### config.mk
export PLATFORM = sky130hd
export DESIGN_NAME = btn_debounce_blip
export DESIGN_NICKNAME = d
export VERILOG_FILES = /design/src/rtl/btn_debounce_blip.sv
export SDC_FILE = /design/constraint.sdc
export NUM_CORES = 1
export LEC_CHECK = 0
export ABC_AREA = 1
export CORE_ASPECT_RATIO = 0.9
export CORE_MARGIN = 3
export CORE_UTILIZATION = 32
export DETAILED_ROUTE_END_ITERATION = 16
export DONT_BUFFER_PORTS = 1
export PLACE_DENSITY = 0.58
export SETUP_SLACK_MARGIN = 0.05
export SYNTH_ARGS = -nofsm -noshare
export SYNTH_HDL_FRONTEND = slang
export SYNTH_SLANG_ARGS = --single-unit
### constraint.sdc
create_clock -name Clk100M -period 1.75 [get_ports Clk100M]
set_input_delay 0.0875 -clock Clk100M [delete_from_list [all_inputs] [get_ports Clk100M]]
set_output_delay 0.0875 -clock Clk100M [all_outputs]
set_load 0.005 [all_outputs]
### src/rtl/btn_debounce_blip.sv
`default_nettype none
// ============================================================================
//  Module   : btn_debounce_blip
//  Purpose  : Multi-channel push-button conditioner. Each channel has a
//             2-flop synchroniser, a counter debouncer, a registered debounced
//             level, a one-cycle press pulse and a one-cycle release pulse.
//  Revision : 1.0  initial release
// ----------------------------------------------------------------------------
//  Ports
//    Clk100M       in   1        system clock, rising edge
//    Rst           in   1        asynchronous reset, active high
//    btn_raw       in   NUM_BTN  raw asynchronous button levels (1 = pressed)
//    btn_level     out  NUM_BTN  debounced level
//    btn_blip      out  NUM_BTN  one-cycle pulse on accepted press
//                                (plus hold-to-repeat pulses when enabled)
//    btn_rel_blip  out  NUM_BTN  one-cycle pulse on accepted release
//  Build option
//    BTN_AUTOREPEAT_EN  when defined, a held button emits repeat press pulses
//                       REPEAT_DELAY cycles after the press pulse and every
//                       REPEAT_PERIOD cycles after that until release.
// ============================================================================
module btn_debounce_blip #(
    parameter int NUM_BTN         = 2,
    parameter int DEBOUNCE_CYCLES = 1000000,
    parameter int REPEAT_DELAY    = 50000000,
    parameter int REPEAT_PERIOD   = 10000000
) (
    input  logic               Clk100M,
    input  logic               Rst,
    input  logic [NUM_BTN-1:0] btn_raw,
    output logic [NUM_BTN-1:0] btn_level,
    output logic [NUM_BTN-1:0] btn_blip,
    output logic [NUM_BTN-1:0] btn_rel_blip
);

    localparam int CNT_W = (DEBOUNCE_CYCLES > 1) ? $clog2(DEBOUNCE_CYCLES) : 1;
    localparam logic [CNT_W-1:0] CNT_LAST = CNT_W'(DEBOUNCE_CYCLES - 1);

    localparam bit PARAMS_OK = (NUM_BTN >= 1) && (DEBOUNCE_CYCLES >= 1) &&
                               (REPEAT_DELAY >= 2) && (REPEAT_PERIOD >= 1);

    // Reject illegal configurations at elaboration.
    if (!PARAMS_OK) begin : g_param_err
        $error("btn_debounce_blip: illegal parameter value");
    end

`ifdef BTN_AUTOREPEAT_EN
    localparam int RMAX = (REPEAT_DELAY > REPEAT_PERIOD) ? REPEAT_DELAY : REPEAT_PERIOD;
    localparam int RC_W = $clog2(RMAX);
    localparam logic [RC_W-1:0] DELAY_LAST  = RC_W'(REPEAT_DELAY - 1);
    localparam logic [RC_W-1:0] PERIOD_LAST = RC_W'(REPEAT_PERIOD - 1);
`endif

    for (genvar i = 0; i < NUM_BTN; i++) begin : g_chan
        logic             s1_q, s2_q;
        logic [CNT_W-1:0] cnt_q, cnt_d;
        logic             level_q, level_d;
        logic             blip_q, blip_d;
        logic             rel_q, rel_d;
        logic             accept;

        always_comb begin
            cnt_d   = cnt_q;
            level_d = level_q;
            accept  = 1'b0;
            if (s2_q == level_q) begin
                cnt_d = '0;
            end else if (cnt_q == CNT_LAST) begin
                accept  = 1'b1;
                level_d = s2_q;
                cnt_d   = '0;
            end else begin
                cnt_d = cnt_q + 1'b1;
            end
        end

`ifdef BTN_AUTOREPEAT_EN
        // rcnt_q = {phase, count}: phase 0 times the initial delay, phase 1
        // times each subsequent repeat period.
        logic [RC_W:0] rcnt_q, rcnt_d;
        logic          rep_fire;

        always_comb begin
            rcnt_d   = rcnt_q;
            rep_fire = 1'b0;
            if (!level_q || accept) begin
                rcnt_d = '0;
            end else if (rcnt_q[RC_W-1:0] == (rcnt_q[RC_W] ? PERIOD_LAST : DELAY_LAST)) begin
                rep_fire = 1'b1;
                rcnt_d   = {1'b1, {RC_W{1'b0}}};
            end else begin
                rcnt_d = rcnt_q + 1'b1;
            end
        end

        // A release edge (accept while level_q=1) suppresses any coincident repeat.
        assign blip_d = (accept & ~level_q) | (rep_fire & ~accept);

        always_ff @(posedge Clk100M or posedge Rst) begin
            if (Rst) rcnt_q <= '0;
            else     rcnt_q <= rcnt_d;
        end
`else
        assign blip_d = accept & ~level_q;
`endif
        assign rel_d = accept & level_q;

        always_ff @(posedge Clk100M or posedge Rst) begin
            if (Rst) begin
                s1_q    <= 1'b0;
                s2_q    <= 1'b0;
                cnt_q   <= '0;
                level_q <= 1'b0;
                blip_q  <= 1'b0;
                rel_q   <= 1'b0;
            end else begin
                s1_q    <= btn_raw[i];
                s2_q    <= s1_q;
                cnt_q   <= cnt_d;
                level_q <= level_d;
                blip_q  <= blip_d;
                rel_q   <= rel_d;
            end
        end

        assign btn_level[i]    = level_q;
        assign btn_blip[i]     = blip_q;
        assign btn_rel_blip[i] = rel_q;
    end

endmodule
`default_nettype wire

==> results.ini <==
[clocking]
h-tree-depth = 2
path_clk_slew_ns = 0.09
cts_tree = done
numCtsBuffers = 5
cts_root_buf = clkbuf_8
cts_buffer_depth = 2
clk_latency_ns = 0.30
clock_sinks = 50

[hold_path]
hold_class = primary input to async pin

[placement]
hpwl_um = 3616
post-place-ws_ns = 0.2487
place_congestion = 0.8790
dp.cells = 420
io_buffers = 0

[power_and_ir_drop]
total_power_w = 0.002228
p_sw_share_pct = 20.58
clockPowerShare_pct = 43.3
p_leak_nw = 1.230
p_int_w = 0.001769
p_comb_share_pct = 3.7
p_seq_share_pct = 53.0
p_switching_w = 0.0004584
ir_worst_vdd_mv = 0.3925
p_per_area_nw_per_um2 = 766.1

[cells_and_area]
layout.nets = 340
drive_gt1_share_pct = 10.75
area_growth_syn_to_layout_pct = 10.56
final_cells = 431
diodes = 0

[global_route]
grt_pass1_vias = 1932
grt_use_total_pct = 11.34
antenna_found_initial = 0
grt_pass1_wl_um = 8611
grt_overflow = 0
grt_start_max_net_pins = 27

[setup_path]
rrSetupSlack_ns = 0.26
cp_slowest_cell = dfrtp_1
path_cells = ha_1 > nand3_1 > nor2_2 > nand3_2 > nand2_2 > nor2_1
r2r_end = g_chan[0].cnt_q[5]
cp-startpoint = g_chan[0].cnt_q[0]
crit_fanout = 10
cp_top_family = simple AND/OR/NAND/NOR gates
cp-start-kind = register
crit-reg2reg-launch = g_chan[0].cnt_q[0]
end_kind = register
path_buf_inv = 0
rr_worst_depth = 6
crit_type = register to register
required_ns = 1.95
worst_ep_arrival_time_ns = 1.69
max_stage_delay_ns = 0.38

[timing]
setup_ws_ns = 0.2605
period_needed_ns = 1.490
hold_slack_ns = 0.2817
fmax_mhz = 671.3
final.setup.tns_ns = 0
drv_slew = 0
period_share_pct = 85.12
hold_viol = 0
maxSlewHeadroom_pct = 64.19
worst_pin_slew_ns = 0.5364
fin_skew_ns = 0.004056
rsz0062_at_grt = false
setup_viol = 0

[floorplanning]
core.rowCount = 30
dieArea_um2 = 9344
coreArea_um2 = 7770
io_pins = 10
die_w_um = 101.6
initial_core_util_pct = 33.85
die_y_um = 92.01

[routing]
drtIter0Drc = 60
drt_wl_total_um = 4830
ant_nets = 0
dr.pass1.iters = 4
dr_total_vias = 1944
drc = 0
viasPerCell = 4.510
wl_per_cell_um = 11.21

[synthesis]
seq_area_frac_synth_pct = 47.57
syn-instance-count = 327
synth.distinct_cells = 27
ys_ff_latch = 50
syn_avg_cell_area_um2 = 8.043
netlist_area_um2 = 2630
yosys_warnings = 0
synth_nets = 333

[run_status]
status = finished, final reports clean

[flow_run]
maxCapViolations = 0

cells in the mapped netlist, drive strengths merged:
cell type	count	area share (%)
a21oi	4	0.76
and2	1	0.24
buf	6	1.7
dfrtp	50	48
ha	2	0.95
inv	35	5.0
nand2	54	8.3
nand3	33	7.3
nand3b	1	0.29
nand4	3	0.71
nor2	96	15
nor3	12	2.5
nor3b	3	1.0
nor4	1	0.24
o21a	1	0.29
o21ai	4	0.76
o21bai	1	0.29
xnor2	6	2.0
xor2	14	4.7
registers in the layout (all words and copies together), names as in the netlist:
register and count:
g_chan.s2_q 2, g_chan.cnt_q 40, g_chan.level_q 2, g_chan.rel_q 2, g_chan.blip_q 2, g_chan.s1_q 2
metal layers:
layer	wire length, um	vias to the layer above	global-route usage, %
li1	-	1035	-
met1	2550	890	16.04
met2	2126	14	17.65
met3	116	5	2.738
met4	36	0	2.215
met5	0	-	0
metrics by stage:
step                cell area, um^2  util [%]
global route                   2908     37.42
finish                         2908     37.42
global placement               2740     35.27
detailed placement             2740     35.27
CTS                            2908     37.42
floorplan                      2630         -
worst max-delay path by stage:
stage,end,slack (ns),cells past startpoint
4_1_cts,g_chan[0].cnt_q[5],0.23,6
3_5_place_dp,g_chan[0].cnt_q[5],0.25,6
3_3_place_gp,g_chan[0].cnt_q[11],0.30,6
6_report,g_chan[0].cnt_q[5],0.26,6
2_1_floorplan,g_chan[0].cnt_q[11],0.45,6
5_1_grt,g_chan[0].cnt_q[18],0.07,8
cell type report:
class	instances	area, um^2
clock inverter	3	68.82
sequential	50	1251
tap	96	120.1
multi-input combinational	236	1202
clock buffer	5	68.82
inverter	35	131.4
fill	769	4862
timing repair buffer	6	65.06
layout by cell type, fill, tap and decap left out:
| master | netlist | layout |
|---|---|---|
| nor2_4 | 3 | 3 |
| nor3b_1 | 2 | 2 |
| nor3_2 | 1 | 1 |
| xnor2_1 | 6 | 6 |
| nand2_2 | 6 | 6 |
| nand4_1 | 3 | 3 |
| o21a_1 | 1 | 1 |
| inv_1 | 35 | 34 |
| buf_4 | 6 | 2 |
| xor2_1 | 14 | 14 |
| nor2_1 | 84 | 84 |
| o21ai_1 | 3 | 3 |
| nand3_2 | 3 | 3 |
| nand3b_1 | 1 | 1 |
| o21bai_1 | 1 | 1 |
| clkinv_4 | 0 | 1 |
| bufinv_16 | 0 | 2 |
| and2_1 | 1 | 1 |
| clkbuf_8 | 0 | 5 |
| nor3_1 | 11 | 11 |
| dfrtp_1 | 50 | 50 |
| nor4_1 | 1 | 1 |
| nand3_4 | 1 | 1 |
| nor3b_2 | 1 | 1 |
| buf_12 | 0 | 1 |
| a21oi_1 | 4 | 4 |
| dlygate4sd3_1 | 0 | 3 |
| inv_2 | 0 | 1 |
| o21ai_0 | 1 | 1 |
| nand3_1 | 29 | 29 |
| ha_1 | 2 | 2 |
| nor2_2 | 9 | 9 |
| nand2_1 | 48 | 48 |
cells by family after synthesis:
logic type,Yosys count,synth area share (%)
compound gates,10,2.093
xor+xnor,20,6.660
fa+ha+maj,2,0.9513
simple gates,204,36.01
flops,50,47.57
buf+inv,41,6.708
power groups by stage:
stage          combinational, W  clock [W]  sequential [W]
3_5_place_dp          0.0000804          0         0.00120
6_report              0.0000826   0.000964         0.00118
3_3_place_gp          0.0000808          0         0.00120
5_1_grt               0.0000970    0.00105         0.00118
2_1_floorplan         0.0000551          0         0.00120
4_1_cts               0.0000867    0.00100         0.00118
worst reg2reg max path, delay by kind of cell (launching register included):
kind	cells	cell delay, ns
flops	1	0.38
simple gates	5	0.80
fa+ha+maj	1	0.20
timing repair:
action	4_1_cts	5_1_grt
endpoints found under the hold margin	26	0
setup buffers	0	0
hold buffers	3	0
resized for setup	0	0
No activity file was read; power rests on OpenSTA's default activity.
